--- src/rtl/oam_dma.sv ---
// rtl/oam_dma.sv - sprite-attribute DMA engine with CPU passthrough while idle
// Optional macro OAM_DMA_ADDR_RELOAD_EN: rewrite $2003 with idx before every byte.
`timescale 1ns/1ps
module oam_dma (
    input  logic        clk,
    input  logic        rst,
    input  logic [15:0] cpu_addr,
    input  logic [7:0]  cpu_data,
    input  logic        cpu_write_en,
    input  logic        cpu_read_en,
    output logic        cpu_halt,
    output logic [15:0] mem_addr,
    output logic [7:0]  mem_data_out,
    output logic        mem_write_en,
    output logic        mem_read_en,
    input  logic [7:0]  mem_data_in,
    input  logic        mem_busy,
    output logic        dma_active,
    output logic        dma_done
);

    typedef enum logic [2:0] {
        S_IDLE,
        S_SETADDR,
        S_READ,
        S_LATCH,
        S_WRITE,
        S_DONE
    } state_t;

    state_t     state_q, state_d;
    logic [7:0] idx_q, idx_d;
    logic [7:0] page_q, page_d;
    logic [7:0] byte_reg_q, byte_reg_d;
    logic       trigger;

    assign trigger = cpu_write_en && (cpu_addr == 16'h4014);

    always_ff @(posedge clk or negedge rst) begin
        if (!rst) begin
            state_q    <= S_IDLE;
            idx_q      <= 8'h00;
            page_q     <= 8'h00;
            byte_reg_q <= 8'h00;
        end else begin
            state_q    <= state_d;
            idx_q      <= idx_d;
            page_q     <= page_d;
            byte_reg_q <= byte_reg_d;
        end
    end

    always_comb begin
        state_d      = state_q;
        idx_d        = idx_q;
        page_d       = page_q;
        byte_reg_d   = byte_reg_q;
        mem_addr     = 16'h0000;
        mem_data_out = 8'h00;
        mem_write_en = 1'b0;
        mem_read_en  = 1'b0;
        dma_done     = 1'b0;

        case (state_q)
            S_IDLE: begin
                mem_addr     = cpu_addr;
                mem_data_out = cpu_data;
                mem_read_en  = cpu_read_en;
                mem_write_en = cpu_write_en && !trigger;
                if (trigger) begin
                    page_d  = cpu_data;
                    idx_d   = 8'h00;
                    state_d = S_SETADDR;
                end
            end
            S_SETADDR: begin
                mem_addr     = 16'h2003;
                mem_data_out = idx_q;
                mem_write_en = 1'b1;
                state_d      = S_READ;
            end
            S_READ: begin
                mem_addr    = {page_q, idx_q};
                mem_read_en = 1'b1;
                state_d     = S_LATCH;
            end
            S_LATCH: begin
                // Memory controller registered the byte on the edge that ended READ.
                mem_addr   = {page_q, idx_q};
                byte_reg_d = mem_data_in;
                state_d    = S_WRITE;
            end
            S_WRITE: begin
                mem_addr     = 16'h2004;
                mem_data_out = byte_reg_q;
                mem_write_en = 1'b1;
                if (idx_q == 8'hFF) begin
                    state_d = S_DONE;
                end else begin
                    idx_d = idx_q + 8'h01;
`ifdef OAM_DMA_ADDR_RELOAD_EN
                    state_d = S_SETADDR;
`else
                    state_d = S_READ;
`endif
                end
            end
            S_DONE: begin
                dma_done = 1'b1;
                state_d  = S_IDLE;
            end
            default: begin
                state_d = S_IDLE;
            end
        endcase

        // A busy memory controller freezes the transfer; outputs repeat unchanged.
        if ((state_q != S_IDLE) && mem_busy) begin
            state_d    = state_q;
            idx_d      = idx_q;
            page_d     = page_q;
            byte_reg_d = byte_reg_q;
        end
    end

    assign cpu_halt   = (state_q != S_IDLE);
    assign dma_active = cpu_halt;

endmodule
--- config.mk ---
export PLATFORM = sky130hd
export DESIGN_NAME = oam_dma
export DESIGN_NICKNAME = d
export VERILOG_FILES = /design/src/rtl/oam_dma.sv
export SDC_FILE = /design/constraint.sdc
export NUM_CORES = 1
export LEC_CHECK = 0
export CORE_MARGIN = 1.5
export CORE_UTILIZATION = 23
export DETAILED_ROUTE_END_ITERATION = 8
export HOLD_SLACK_MARGIN = 0.12
export SLEW_MARGIN = 0
export SYNTH_ARGS = -nofsm -noshare
export SYNTH_HDL_FRONTEND = slang
export SYNTH_SLANG_ARGS = --single-unit
--- constraint.sdc ---
create_clock -name clk -period 5.85 [get_ports clk]
set_clock_uncertainty 0.2 [all_clocks]
set_input_delay 1.755 -clock clk [delete_from_list [all_inputs] [get_ports clk]]
set_output_delay 1.755 -clock clk [all_outputs]
set_load 0.05 [all_outputs]
# Word-level counts from Yosys, hierarchy flattened
# Index checks and enable logic that the tools add are counted.
# word_totals
input_bits,37
reg_bits,27
output_inout_bits,29
# op_classes
addsub,1
mux,11
bitwise_logic,1
eq_ne,9
n_reduce_logical,13
# ops
op,n
$pmux W16 S4,1
$pmux W8 S3,1
$eq A16 B15 Y1 const B,1
$mux W8,2
$pmux W8 S2,1
$pmux W3 S5,1
$add A8 B1 Y8 const B,1
$eq A8 B8 Y1 const B,1
$eq A3 B2 Y1 const B,2
$eq A3 B3 Y1 const B,2
$mux W3,2
$ne A2 B2 Y1 const B,2
$pmux W1 S2,2
$reduce_and A2 Y1,2
$reduce_and A4 Y1,1
$reduce_or A2 Y1,2
$eq A3 B1 Y1 const B,1
$logic_and A1 B1 Y1,3
$logic_not A3 Y1,1
$reduce_and A3 Y1,1
$reduce_bool A3 Y1,1
$reduce_bool A2 Y1,1
$logic_not A1 Y1,1
$mux W1,1
$not A1 Y1,1

# Longest topological paths before layout
# depth
ltp_word,5
ltp_mapped,6

# Worst setup path before layout
# OpenSTA, ideal clock, no wires.
# synth_timing
path_kind,input -> output
startpoint,input port cpu_data[2]
endpoint,output port mem_data_out[2]
setup_slack_ps,774
required_time_ps,3895
t_arrival_ps,3121
path_buffers,0
path_stages,3
cell_sequence,nor2b_1 -> a211oi_1 -> a211oi_1
# synth_between
elab_chain_len,1
# synth_rtl
element,line_no,source
"start, declared",8,"input logic [7:0] cpu_data,"
$pmux W8 S3,64,case (state_q)
"end, declared",13,"output logic [7:0] mem_data_out,"
# No other way between the ends.

# Worst setup path in the final report
# layout_timing
startpoint,input port cpu_addr[15]
endpoint,output port mem_write_en
# layout_between
elab_chain_len,5
# layout_rtl
element,line_no,source
"start, declared",7,"input logic [15:0] cpu_addr,"
$eq A16 B15 Y1,37,assign trigger = cpu_write_en && (cpu_addr == 16'h4014);
$logic_and A1 B1 Y1,37,
$logic_not A1 Y1,69,mem_write_en = cpu_write_en && !trigger;
$logic_and A1 B1 Y1,69,
$pmux W1 S2,64,
"end, declared",14,"output logic mem_write_en,"
# No other way between the ends.

==> qor.yml <==
logic_synthesis:
  async_flop_share_pct: 100.0
  synth_compound_area_share_pct: 18.99
  ys_ff_latch: 27
  synth_edf_count: 0
  ys_types: 58
  yosys_warnings: 0
  muxShareOfSynthArea_pct: 14.03
  seq_area_frac_synth_pct: 35.74
  ys_top_cells_by_area: "dfrtp_1 (36%), nor2_1 (6.4%), a22oi_1 (4.8%)"
  synth_top_family_by_area: "simple AND/OR/NAND/NOR gates"
  synth_adder_area_share_pct: 0.6618
  synthTopCellsByCount: "nor2_1 (32), dfrtp_1 (27), a22oi_1 (12)"
  synth.most_common_cell: "nor2_1"
  synth_area_um2: 1891
  synth.top_cell.area_share_pct: 35.74
  synth_xor_area_share_pct: 0
  yosys.area_share.simple_pct: 25.41
  synthCells: 196
  syn_nets: 234
  synth.largest_area_cell: "dfrtp_1"
  synth_ff_type: "dfrtp_1"
  avgSynthCellArea_um2: 9.646
layout:
  nets: 293
  nFillCells: 831
  area_growth_pct: 40.97
  drive_gt1_share_pct: 14.96
  fin_area_um2: 2665
  n_antenna_cell: 0
grt:
  grt_pass1_wl_um: 9494
  use_met2_pct: 21.80
  grt_antenna_before_repair: 0
  grt-busiest-layer: "met2"
  grt_util_met3_pct: 2.184
  grt_overflow_total: 0
  grt.total_usage_pct: 13.78
  grt_start_max_net_pins: 28
  grt_pass1_vias: 1787
  grt_use_met1_pct: 19.11
drt:
  drt-initial-drc-count: 114
  routed_wirelength_um: 5614
  drtAntennaViolNets: 0
  viasPerCell: 4.907
  dr.pass1.iters: 4
  drc: 0
  num_vias: 1747
  wl_per_cell_um: 15.77
power:
  p_comb_share_pct: 69.3
  p_clk_share_pct: 7.8
  p_leak_uw: 0.001064
  p_switching_uw: 810.6
  power_frac_seq_pct: 22.9
  swShare_pct: 55.83
  intPower_uw: 641.2
  pwr_density_cell_nw_per_um2: 544.7
  vdd_drop_max_mv: 0.2401
clock_network:
  cts_tree: "yes"
  clock-sinks: 27
  cts_resized: 0
  clock_path_buffers: 2
  ctsHoldBuffers: 0
  clock_latency_ns: 0.29
  numCtsBuffers: 3
  htree_levels: 1
  cts_setup_buffers: 0
  root_buffer: "clkbuf_8"
  clk_pin_slew_ns: 0.09
placement:
  io_buffers: 65
  place_congestion: 0.8549
  dpl_cell_area_um2: 2616
  dpl.hpwl_um: 4146
floorplan:
  row_count: 32
  io_pins: 66
  core-area_um2: 7848
  die_area_um2: 8773
  start_util_pct: 24.09
  die_y_um: 93.67
  die_w_um: 93.67
timing:
  post-route-min-period_ns: 5.453
  slew_headroom_pct: 42.79
  final-setup-viol-count: 0
  tns_ns: 0
  fmax_mhz: 183.4
  fin_crit_sh_pct: 93.21
  finalMaxSlewViolations: 0
  hold_viol: 0
  rsz0062_at_grt: "no"
  worst-slew-pin-transition_ns: 0.8581
setup_path:
  reg2reg_from: "state_q[1]"
  critPathKind: "primary input to primary output"
  r2r_slack_ns: 3.26
  crit_path_top_delay_cell: "clkdlybuf4s50_1"
  crit_fanout: 5
  critical_path_buf_inv_count: 2
  startpoint_type: "primary input"
  worstReg2RegEnd: "page_q[2]"
  reg2reg_depth: 4
  cp_cell_sequence: "clkdlybuf4s50_1, nor4_4, nand4_4, a211o_1, and3_1, buf_4"
  critical-path-top-delay-family: "simple AND/OR/NAND/NOR gates"
  cp.required_ns: 3.89
  max_stage_delay_ns: 0.46
  endpoint_kind: "primary output"
  arrival_ns: 3.50
worst_hold_path:
  hold_start: "page_q[5]"
  min_path_cells: 1
  holdPathEnd: "page_q[5]"
  min_path_type: "flip-flop to flip-flop"
flow_run:
  cap_violations: 0
status:
  status: "finished, final reports clean"
## layout make-up
type / count / area, µm² / share of cell area, %
Clock inverter: 1 / 7.507 / 0.2817
Clock buffer: 3 / 41.29 / 1.549
Inverter: 6 / 22.52 / 0.8451
Timing Repair Buffer: 69 / 673.1 / 25.26
Multi-Input combinational cell: 148 / 1117 / 41.92
Tap cell: 102 / 127.6 / 4.789
Sequential cell: 27 / 675.6 / 25.35
## layer usage
metal,vias to the layer above,wire length [µm]
met5,-,0
met4,0,105
met3,7,201
met2,44,2674
met1,857,2633
li1,839,-
## cells by family after synthesis
family / count (synthesis)
and+or+nand+nor: 73
AOI/OAI and AO/OA: 50
DFF: 27
muxes: 24
buffers and inverters: 21
adders and majority gates: 1
## power groups by stage
stage                     sequential (µW)  combinational, µW  clock [µW]
after detailed placement              335               1010           0
after global placement                336               1010           0
final                                 332               1010         113
after global routing                  345               1070         126
after CTS                             332               1010         116
after floorplan                       286                741           0
## stage by stage
step                hold WS (ns)  util (%)  total power, µW  worst slack (ns)  cells
finish                    0.2857     33.96             1452            0.3969    356
global route              0.3315     33.96             1538            0.3437    356
CTS                       0.2934     33.96             1462            0.3786    356
detailed placement        0.2720     33.34             1344            0.3820    352
global placement          0.2646     33.34             1343            0.3867    352
floorplan                 0.2495         -             1027            0.7739    196
## how the worst max path moves through the flow
stage	startpoint	end	slack [ns]	cells past startpoint
2_1_floorplan	cpu_data[2]	mem_data_out[2]	0.77	3
3_3_place_gp	cpu_addr[15]	mem_write_en	0.39	6
3_5_place_dp	cpu_addr[15]	mem_write_en	0.38	6
4_1_cts	cpu_addr[15]	mem_write_en	0.38	6
5_1_grt	cpu_addr[15]	mem_write_en	0.34	6
6_report	cpu_addr[15]	mem_write_en	0.40	6
## placed cells by master, fill, tap and decap left out, types with 3 or more instances in the layout
cell / count
and3_1: 3
o22ai_1: 3
a22oi_1: 12
mux2_2: 8
o21ai_0: 6
inv_1: 6
mux2i_1: 7
nor2b_1: 4
buf_4: 7
nand2_1: 4
clkbuf_8: 3
or3_1: 4
mux2_1: 8
a21oi_1: 9
nor2_1: 32
clkdlybuf4s50_1: 62
dfrtp_1: 27
nand4_1: 3
## flip-flops by register name, indices dropped and copies added (netlist names)
signal	cells
idx_q	8
state_q	3
page_q	8
byte_reg_q	8
Note: power is estimated with default switching activity, not from simulation.
